**config.mk**
```make
export PLATFORM = sky130hd
export DESIGN_NAME = gray_sync_rx
export DESIGN_NICKNAME = d
export VERILOG_FILES = /design/src/rtl/counter_defs.sv /design/src/rtl/gray2bin.sv /design/src/rtl/gray_sync_rx.sv
export SDC_FILE = /design/constraint.sdc
export NUM_CORES = 1
export LEC_CHECK = 0
export CAP_MARGIN = 25
export CORE_MARGIN = 2
export CORE_UTILIZATION = 30
export DETAILED_ROUTE_END_ITERATION = 10
export PLACE_DENSITY = 0.67
export SLEW_MARGIN = 40
export SYNTH_ARGS = -nofsm -noshare
export SYNTH_HDL_FRONTEND = slang
export SYNTH_SLANG_ARGS = --single-unit
```
**constraint.sdc**
```tcl
create_clock -name clock_i -period 2.25 [get_ports clock_i]
set_input_delay 0.675 -clock clock_i [delete_from_list [all_inputs] [get_ports clock_i]]
set_output_delay 0.675 -clock clock_i [all_outputs]
set_load 0.1 [all_outputs]
```
**src/rtl/counter_defs.sv**
```systemverilog
// Shared constants and helpers for the Gray-count library blocks.
package counter_defs;

  localparam int unsigned SYNC_STAGES_MIN = 2;
  localparam int unsigned SYNC_STAGES_MAX = 4;

  // Number of bit positions in which two words differ.
  function automatic int unsigned hamming(input logic [31:0] a, input logic [31:0] b);
    int unsigned n;
    logic [31:0] d;
    n = 0;
    d = a ^ b;
    for (int unsigned i = 0; i < 32; i++) begin
      n += 32'(d[i]);
    end
    return n;
  endfunction

endpackage

```
**src/rtl/gray2bin.sv**
```systemverilog
// Combinational Gray-to-binary converter, the inverse of bin2gray.
module gray2bin #(
  parameter int unsigned WIDTH = 5
) (
  input  logic [WIDTH-1:0] gray_i,
  output logic [WIDTH-1:0] bin_o
);

  // Each binary bit is the XOR of all Gray bits at or above it.
  for (genvar i = 0; i < WIDTH; i++) begin : g_bit
    assign bin_o[i] = ^gray_i[WIDTH-1:i];
  end

endmodule

```
**src/rtl/gray_sync_rx.sv**
```systemverilog
// Receive stage for a Gray count from another clock domain: synchronise,
// convert to binary, report movement. GRAY_SYNC_CHECK_EN adds the err_o checker.
module gray_sync_rx
  import counter_defs::*;
#(
  parameter int unsigned WIDTH       = 5,
  parameter int unsigned SYNC_STAGES = 2
) (
  input  logic             clock_i,
  input  logic             reset_ni,
  input  logic [WIDTH-1:0] gray_i,
  input  logic             clear_i,
  output logic [WIDTH-1:0] gray_o,
  output logic [WIDTH-1:0] bin_o,
  output logic [WIDTH-1:0] step_o,
  output logic             changed_o,
  output logic             err_o
);

  if (SYNC_STAGES < SYNC_STAGES_MIN || SYNC_STAGES > SYNC_STAGES_MAX) begin : g_bad_stages
    $error("gray_sync_rx: SYNC_STAGES must be 2..4");
  end

  logic [SYNC_STAGES-1:0][WIDTH-1:0] sync_q;
  logic [WIDTH-1:0]                  bin_next;

  // Only sync_q[0] sees the asynchronous input.
  always_ff @(posedge clock_i or negedge reset_ni) begin
    if (!reset_ni) begin
      sync_q <= '0;
    end else begin
      sync_q <= {sync_q[SYNC_STAGES-2:0], gray_i};
    end
  end

  assign gray_o = sync_q[SYNC_STAGES-1];

  gray2bin #(.WIDTH(WIDTH)) u_gray2bin (
    .gray_i (gray_o),
    .bin_o  (bin_next)
  );

  always_ff @(posedge clock_i or negedge reset_ni) begin
    if (!reset_ni) begin
      bin_o     <= '0;
      step_o    <= '0;
      changed_o <= 1'b0;
    end else begin
      bin_o     <= bin_next;
      step_o    <= bin_next - bin_o;
      changed_o <= (bin_next != bin_o);
    end
  end

`ifdef GRAY_SYNC_CHECK_EN
  logic [WIDTH-1:0] gray_prev_q;
  logic             err_q;
  logic             violation;

  assign violation = hamming(32'(gray_o), 32'(gray_prev_q)) > 32'd1;

  // A new violation outranks a simultaneous clear.
  always_ff @(posedge clock_i or negedge reset_ni) begin
    if (!reset_ni) begin
      gray_prev_q <= '0;
      err_q       <= 1'b0;
    end else begin
      gray_prev_q <= gray_o;
      if (violation) begin
        err_q <= 1'b1;
      end else if (clear_i) begin
        err_q <= 1'b0;
      end
    end
  end

  assign err_o = err_q;
`else
  logic unused_clear;
  assign unused_clear = clear_i;
  assign err_o        = 1'b0;
`endif

endmodule

```
; ---- After elaboration in Yosys (flattened, before gate mapping)
; Cells that the tools add are included.
[totals]
ff_bits = 21
output_inout_bits = 17
wordCells = 11
[classes]
n_eq_ne = 1
n_addsub = 1
reduce_logical = 4
[op_table]
columns = cell, count
row1 = != test 5 bit, 1
row2 = XOR reduction 5 bit, 1
row3 = subtractor 5 bit, 1
row4 = XOR reduction 4 bit, 1
row5 = XOR reduction 3 bit, 1
row6 = XOR reduction 2 bit, 1

; ---- Logic depth before layout (Yosys ltp)
; Gate-level depths: netlist (run 1).
[depth]
word_depth = 2
ltp_mapped = 10
depth_no_buf = 10

; ---- By module
; From an unflattened synthesis (run 1), not the netlist that was laid out.
[hier_totals]
hier_cells = 56
area_unflattened_um2 = 819.5
[modules_own_cells]
columns = mod, cells_each, instances, area_per_inst_um2
row1 = gray_sync_rx, 50, 1, 747.0
row2 = gray2bin, 6, 1, 72.6

; ---- Worst setup path after synthesis (run 1)
; No wires, ideal clock.
[synth_timing]
path_kind = flip-flop to flip-flop
from = reg sync_q (netlist bit gray_o[4])
to = reg step_o[4]
stages_incl_launch_ff = 11
arrival_time_ps = 2111
path_buffers = 0
synth_period_minus_slack_ps = 2240
setup_ps = 129
required_time_ps = 2121
setup_slack_ps = 10
path_cell_list = dfrtp_1 > xor2_2 > xor2_2 > xnor2_2 > xor2_1 > ha_1 > fa_1 > inv_1 > a21o_1 > a21oi_1 > xnor2_1
[synth_between]
elab_chain_len = 2
word_cells_on_any_way = 5
classes_between = add/sub (1) / reduce/logical (4)
[synth_rtl]
columns = item, line
row1 = "start, declared", gray_sync_rx.sv:24  ; logic [SYNC_STAGES-1:0][WIDTH-1:0] sync_q;
row2 = "start signal, assigned", gray_sync_rx.sv:32  ; sync_q <= {sync_q[SYNC_STAGES-2:0], gray_i};
row3 = XOR reduction 2 bit, gray2bin.sv:11  ; assign bin_o[i] = ^gray_i[WIDTH-1:i];
row4 = named net bin_next[3], gray_sync_rx.sv:25  ; logic [WIDTH-1:0] bin_next;
row5 = subtractor 5 bit, gray_sync_rx.sv:50  ; step_o <= bin_next - bin_o;
row6 = "end signal, assigned", gray_sync_rx.sv:50
row7 = "end, declared", gray_sync_rx.sv:15  ; output logic [WIDTH-1:0] step_o,
; The timed path passes the listed nets, and every way through them passes these cells.

; ---- Final worst setup path (run 1)
[layout_timing]
from = reg sync_q (netlist bit gray_o[3])
to = reg step_o[4]
; The elaborated chain is that of the path after synthesis.

==> results of run 1 <==
## kinds of logic (layout without fill, tap and decap cells)
family                   count (synthesis)  in the layout  synth area share (%)
AO/OA/AOI/OAI                            4              4                 3.081
XOR/XNOR                                 9              9                 12.48
adder cells (fa/ha/maj)                  5              5                 8.629
buffers and inverters                   14             43                 9.245
flip-flops                              21             21                 64.71
other                                    1              1                0.4618
AND/OR/NAND/NOR                          2              2                 1.387
## worst max-delay path: stages (launching register included)
cell and delay, ns:
sky130_fd_sc_hd__dfrtp_1 0.43, sky130_fd_sc_hd__xor2_2 0.25, sky130_fd_sc_hd__xor2_2 0.22, sky130_fd_sc_hd__xnor2_2 0.10, sky130_fd_sc_hd__xor2_1 0.15, sky130_fd_sc_hd__ha_2 0.20, sky130_fd_sc_hd__fa_2 0.37, sky130_fd_sc_hd__inv_2 0.05
sky130_fd_sc_hd__a21o_1 0.11, sky130_fd_sc_hd__a21oi_2 0.05, sky130_fd_sc_hd__xnor2_1 0.12
## synthesized netlist by cell type
cell type	count
sky130_fd_sc_hd__dfrtp_1	21
sky130_fd_sc_hd__inv_1	8
sky130_fd_sc_hd__xor2_2	2
sky130_fd_sc_hd__a21o_1	2
sky130_fd_sc_hd__fa_1	1
sky130_fd_sc_hd__and3_1	1
sky130_fd_sc_hd__a21oi_1	2
sky130_fd_sc_hd__xnor2_2	1
sky130_fd_sc_hd__nand3_1	1
sky130_fd_sc_hd__xor2_1	1
sky130_fd_sc_hd__buf_4	6
sky130_fd_sc_hd__conb_1	1
sky130_fd_sc_hd__xnor2_1	5
sky130_fd_sc_hd__ha_1	4
## final timing paths
path | start | to | slack [ns] | depth (start not counted)
min | sync_q[0] | gray_o[0] | 0.36 | 0
max in group asynchronous | reset_ni | bin_o[0] | 1.34 | 2
max | gray_o[3] | step_o[4] | 0.09 | 10
max reg2reg | gray_o[3] | step_o[4] | 0.09 | 10
min in group asynchronous | reset_ni | sync_q[1] | 0.69 | 2
min reg2reg | sync_q[0] | gray_o[0] | 0.36 | 0
## power groups by stage
stage | logic (mW) | registers (mW) | clock network, mW
final | 0.820 | 0.476 | 0.173
after global routing | 0.856 | 0.484 | 0.201
after CTS | 0.799 | 0.478 | 0.185
after detailed placement | 0.799 | 0.486 | 0
after global placement | 0.791 | 0.481 | 0
after floorplan | 0.181 | 0.921 | 0
## layout by cell type (no fill, tap or decap), drive strengths merged
cell	synthesis	final
ha	4	4
xor2	3	3
clkbuf	0	3
clkinv	0	1
dfrtp	21	21
fa	1	1
and3	1	1
nand3	1	1
a21oi	2	2
a21o	2	2
conb	1	1
inv	8	8
clkdlybuf4s50	0	6
xnor2	6	6
buf	6	25
## flip-flops by register name, summed over array words and instances, names as in the netlist
signal	cells
changed_o	1
sync_q	5
bin_o	5
step_o	5
gray_o	5
## layout make-up
class	instances	share of cell area, %
inverter	8	2.667
clock buffer	3	2.000
timing repair buffer	31	25.33
multi-input combinational	21	19.56
sequential	21	46.67
clock inverter	1	0.4444
tap	30	3.333
## what timing repair did
action / in CTS / in global routing
setup endpoints to repair: 0 / 1
buffers inserted: 0 / 4
endpoints found under the hold margin: 0 / 0
resized for setup: 0 / 4
## routing by layer
metal	vias to the layer above	GRT usage, %
met5	-	0
met4	0	1.020
met3	0	6.047
met2	22	12.94
met1	214	8.100
li1	221	-
## per-stage QoR
| step | setup TNS [ns] | instance area, sq um |
|---|---|---|
| finish | 0 | 1126 |
| global route | -0.04110 | 1126 |
| CTS | 0 | 1087 |
| detailed placement | 0 | 1060 |
| global placement | 0 | 1060 |
| floorplan | 0 | 812.0 |
==> metrics.csv, run 1 <==
stage;metric;value;unit
outcome;status;complete, no violations;
pwr;power share of the sequential group;32.4;%
finish;Seq. cell area;525.5;sq um
floorplan;initial core utilization;32.19;%
timing;slack of the critical path;0.08970;ns
place;number of port buffers;22;
place;GPL Wtd Cong;0.7254;
timing;final hold violation count;0;
finish;nets;99;
critical_path;data arrival time at the worst-slack endpoint;2.35;ns
place;Detailed Place HPWL;856.2;microns
clock_tree;hold buffers post-CTS;0;
global_routing;Overall Global Routing Usage;7.838;%
route;ratio of routed vias to standard cells;3.974;
pwr;switching share of power;50.77;%
pwr;IR drop worst, VDD;0.0009196;V
clock_tree;total CTS buffers;3;
route;wire length on met1;399;microns
pwr;LEAKAGE;0.5508;nW
route;Total Wirelength;1.143;mm
clock_tree;clock latency on the worst-skew pair;0.29;ns
yosys;Post-Syn Instances;56;
route;length of routed met3 wiring;144;microns
timing;highest clock rate;0.4629;GHz
route;initial detailed-routing violation count;0;
floorplan;I/O pin cnt;25;
route;detail-routed net length per standard cell;9.939;microns
finish;n_diodes;0;
clock_tree;clock root cell;sky130_fd_sc_hd__clkbuf_4;
yosys;mean cell area of the mapped netlist;14.50;sq um
finish;final core area utilization;44.64;%
run;total of max-cap violations;0;
critical_path;worst setup path class;reg -> reg;
yosys;Netlist Area Pre-Place;812.0;sq um
yosys;Yosys warnings;0;
global_routing;wire length of the first global-routing pass;1.863;mm
finish;final cell count without fillers;115;
floorplan;core area;2522;sq um
pwr;share of total power in combinational logic;55.8;%
clock_tree;CTS tree;done;
pwr;power density over the cells;1304;nW/um^2
yosys;count of state elements after synthesis;21;
yosys;main area contributors after synthesis;sky130_fd_sc_hd__dfrtp_1, sky130_fd_sc_hd__ha_1, sky130_fd_sc_hd__buf_4;
finish;count of fill cells added during filler insertion;258;
critical_path;maximum fanout along the worst path;2;
timing;RSZ-0062 raised after global routing;true;
timing;worst hold margin;0.3596;ns
place;Cells after DPL;107;
timing;max-slew violation count;0;
timing;fraction of the cycle the final worst path needs;96.01;%
clock_tree;Max Buffers Root-to-Sink;2;
finish;proportion of layout cells with a drive suffix above 1;42.35;%
critical_path;type of destination of the critical path;flip-flop;
critical_path;startpoint class of the critical path;flip-flop;
clock_tree;deepest level of the CTS H-tree;1;
critical_path;critical path data required time;2.44;ns
route;detailed-router iteration count before antenna repair;1;
place;setup slack after placement;0.04797;ns
timing;Period minus WS final;2.160;ns
finish;area used by multi-input combinational logic;220.2;sq um
min_path;worst min-delay path category;reg -> reg;
yosys;fraction of synthesized cell area taken by the top area cell type;64.71;%
yosys;post-synthesis net count;69;
clock_tree;clock slew at the register clock pins of the worst setup and hold paths;0.11;ns
finish;synth-to-layout area growth;38.67;%
yosys;post-synthesis sequential area ratio;64.71;%
floorplan;standard-cell rows;18;
route;highest layer used for signal routing;met3;
floorplan;DIE AREA;3139;sq um
global_routing;initial antenna violation count;0;
pwr;Clock Power Share;11.7;%
pwr;internal power;0.7232;mW
clock_tree;# clock sinks;21;
global_routing;total congestion overflow after global routing;0;
route;via count;457;
timing;final setup skew;0.004247;ns
global_routing;pin count of the biggest net entering global routing;22;
global_routing;vias in the first global route;487;
yosys;distinct cell type count of the synthesized netlist;14;
pwr;P_sw;0.7457;mW
route;met2 routed WL;599;microns
route;number of routed nets with antenna violations;0;
timing;number of setup violations in the final report;0;
yosys;Synth area leader;sky130_fd_sc_hd__dfrtp_1;
floorplan;die height;56.03;microns
pwr;power consumption;1.469;mW
route;DRC violations left;0;
floorplan;Die Wd;56.03;microns
Note: power is estimated with default switching activity, not from simulation.
==> run 2: changes to the inputs <==
PLACE_DENSITY = 0.64   (was 0.67)
clock period = 2.2 ns   (was 2.25 ns; I/O delays follow)
==> metrics.csv, run 2 (same netlist as run 1, synthesis figures left out) <==
stage;metric;value;unit;change
route;ratio of routed vias to standard cells;4.026;;+1.3%
timing;max-slew violation count;0;;unchanged
pwr;power density over the cells;1302;nW/um^2;-0.15%
outcome;status;complete, no violations;;
route;number of routed nets with antenna violations;0;;unchanged
critical_path;critical path's largest stage delay;0.42;ns;about the same
finish;most frequent standard cell in the layout excluding fill and tap cells;sky130_fd_sc_hd__dfrtp_1;;
clock_tree;# clock sinks;21;;unchanged
place;Cells after DPL;107;;unchanged
place;Cell Area, Placed;1106;sq um;+4.4%
timing;Period minus WS final;2.142;ns;-0.01839 ns
global_routing;vias in the first global route;502;;+3.1%
clock_tree;total CTS buffers;3;;unchanged
place;GPL Wtd Cong;0.7557;;+4.2%
route;DRC violations left;0;;unchanged
critical_path;most repeated library cell on the critical path;sky130_fd_sc_hd__xor2_2;;
floorplan;Die Wd;56.03;microns;unchanged
timing;highest clock rate;0.4669;GHz;+0.86%
floorplan;I/O pin cnt;25;;unchanged
timing;RSZ-0062 raised after global routing;true;;
critical_path;data arrival time at the worst-slack endpoint;2.32;ns;-0.03 ns
pwr;power consumption;1.519;mW;+3.4%
route;initial detailed-routing violation count;5;;+5
timing;fraction of the cycle the final worst path needs;97.36;%;+1.3 points
global_routing;Overall Global Routing Usage;8.976;%;+1.1 points
floorplan;die height;56.03;microns;unchanged
floorplan;core area;2522;sq um;unchanged
clock_tree;clock latency on the worst-skew pair;0.30;ns;about the same
critical_path;worst path buffer plus inverter count;1;;unchanged
pwr;IR drop worst, VDD;0.0008908;V;-3.1%
critical_path;critical path data required time;2.38;ns;-0.06 ns
critical_path;type of destination of the critical path;flip-flop;;
timing;number of setup violations in the final report;0;;unchanged
floorplan;standard-cell rows;18;;unchanged
place;Detailed Place HPWL;905.8;microns;+5.8%
pwr;internal power;0.7524;mW;+4.0%
critical_path;maximum fanout along the worst path;2;;unchanged
place;number of port buffers;22;;unchanged
pwr;LEAKAGE;0.5634;nW;+2.3%
pwr;switching share of power;50.46;%;-0.30 points
clock_tree;CTS tree;done;;
critical_path;crit path max-delay cell type;sky130_fd_sc_hd__dfrtp_1;;
finish;final cell count without fillers;115;;unchanged
run;total of max-cap violations;0;;unchanged
critical_path;cell chain of the critical path;xor2_2, xor2_2, xnor2_2, xor2_1, ha_2, fa_2, inv_1, a21o_1, a21oi_2, xnor2_1;;
timing;final hold violation count;0;;unchanged
global_routing;wire length of the first global-routing pass;2.083;mm;+12%
floorplan;DIE AREA;3139;sq um;unchanged
critical_path;worst setup path class;reg -> reg;;
clock_tree;clock slew at the register clock pins of the worst setup and hold paths;0.10;ns;about the same
pwr;power share of the sequential group;32.1;%;-0.3 points
finish;synth-to-layout area growth;43.61;%;
floorplan;initial core utilization;32.19;%;unchanged
timing;final setup skew;0.01286;ns;+0.008617 ns
finish;nets;99;;unchanged
route;via count;463;;+1.3%
global_routing;pin count of the biggest net entering global routing;22;;unchanged
finish;most used cells in the layout excluding fill and tap cells;sky130_fd_sc_hd__dfrtp_1, sky130_fd_sc_hd__buf_4, sky130_fd_sc_hd__inv_1;;
clock_tree;Max Buffers Root-to-Sink;2;;unchanged
route;detailed-router iteration count before antenna repair;2;;+1
clock_tree;deepest level of the CTS H-tree;1;;unchanged
route;detail-routed net length per standard cell;10.38;microns;+4.5%
pwr;P_sw;0.7665;mW;+2.8%
pwr;share of total power in combinational logic;56.1;%;+0.3 points
clock_tree;clock root cell;sky130_fd_sc_hd__clkbuf_4;;
finish;proportion of layout cells with a drive suffix above 1;41.18;%;-1.2 points
route;Total Wirelength;1.194;mm;+4.5%
place;setup slack after placement;-0.05158;ns;-0.09955 ns
timing;slack of the critical path;0.05809;ns;-0.03161 ns
timing;Total Negative Setup Slacks;0;ns;unchanged
clock_tree;hold buffers post-CTS;0;;unchanged
critical_path;startpoint class of the critical path;flip-flop;;
global_routing;initial antenna violation count;0;;unchanged
global_routing;total congestion overflow after global routing;0;;unchanged
pwr;Clock Power Share;11.8;%;about the same
min_path;worst min-delay path category;reg -> reg;;
critical_path;kind of cell adding the most delay to the critical path;XOR/XNOR gates;;
finish;n_diodes;0;;unchanged
finish;Design Area, Final;1166;sq um;+3.6%
run 2: final timing paths:
| check | slack (ns) | depth (start not counted) | startpoint | endpoint |
|---|---|---|---|---|
| worst max-delay path | 0.06 | 10 | gray_o[3] | step_o[4] |
| worst min-delay path | 0.36 | 0 | sync_q[3] | gray_o[3] |
| worst max register to register | 0.06 | 10 | gray_o[3] | step_o[4] |
| worst min register to register | 0.36 | 0 | sync_q[3] | gray_o[3] |
| max in group asynchronous | 1.30 | 2 | reset_ni | step_o[4] |
| min in group asynchronous | 0.68 | 2 | reset_ni | sync_q[1] |
run 2: area by class of cell:
| type | instances | area [sq um] |
|---|---|---|
| Clock buffer | 4 | 26.28 |
| Fill cell | 247 | 1356 |
| Inverter | 8 | 30.03 |
| Multi-Input combinational cell | 21 | 224.0 |
| Sequential cell | 21 | 525.5 |
| Tap cell | 30 | 37.54 |
| Timing Repair Buffer | 31 | 322.8 |
run 2: layer usage:
layer | track usage [%] | wire length [microns] | vias up
met3 | 3.953 | 126 | 3
met1 | 10.22 | 439 | 218
met5 | 0 | 0 | -
met2 | 13.45 | 600 | 22
met4 | 6.122 | 29 | 0
li1 | - | - | 220
run 2: power groups by stage:
stage / Clock (mW) / Combinational [mW] / Sequential [mW]
after floorplan: 0 / 0.194 / 0.942
after global placement: 0 / 0.824 / 0.494
after detailed placement: 0 / 0.834 / 0.499
after CTS: 0.191 / 0.846 / 0.491
after global routing: 0.212 / 0.891 / 0.497
final: 0.180 / 0.851 / 0.488
run 2: per-stage QoR:
stage	util, %	hold slack, ns
after CTS	45.49	0.3646
after global placement	43.85	0.3315
after floorplan	-	0.3312
after global routing	46.23	0.3838
after detailed placement	43.85	0.3389
final	46.23	0.3595
run 2: repair_timing:
action / in CTS / in global routing
pin swaps: 5 / 6
resized for setup: 0 / 1
cloned: 0 / 0
buffers inserted: 2 / 2
endpoints found under the setup margin: 1 / 2
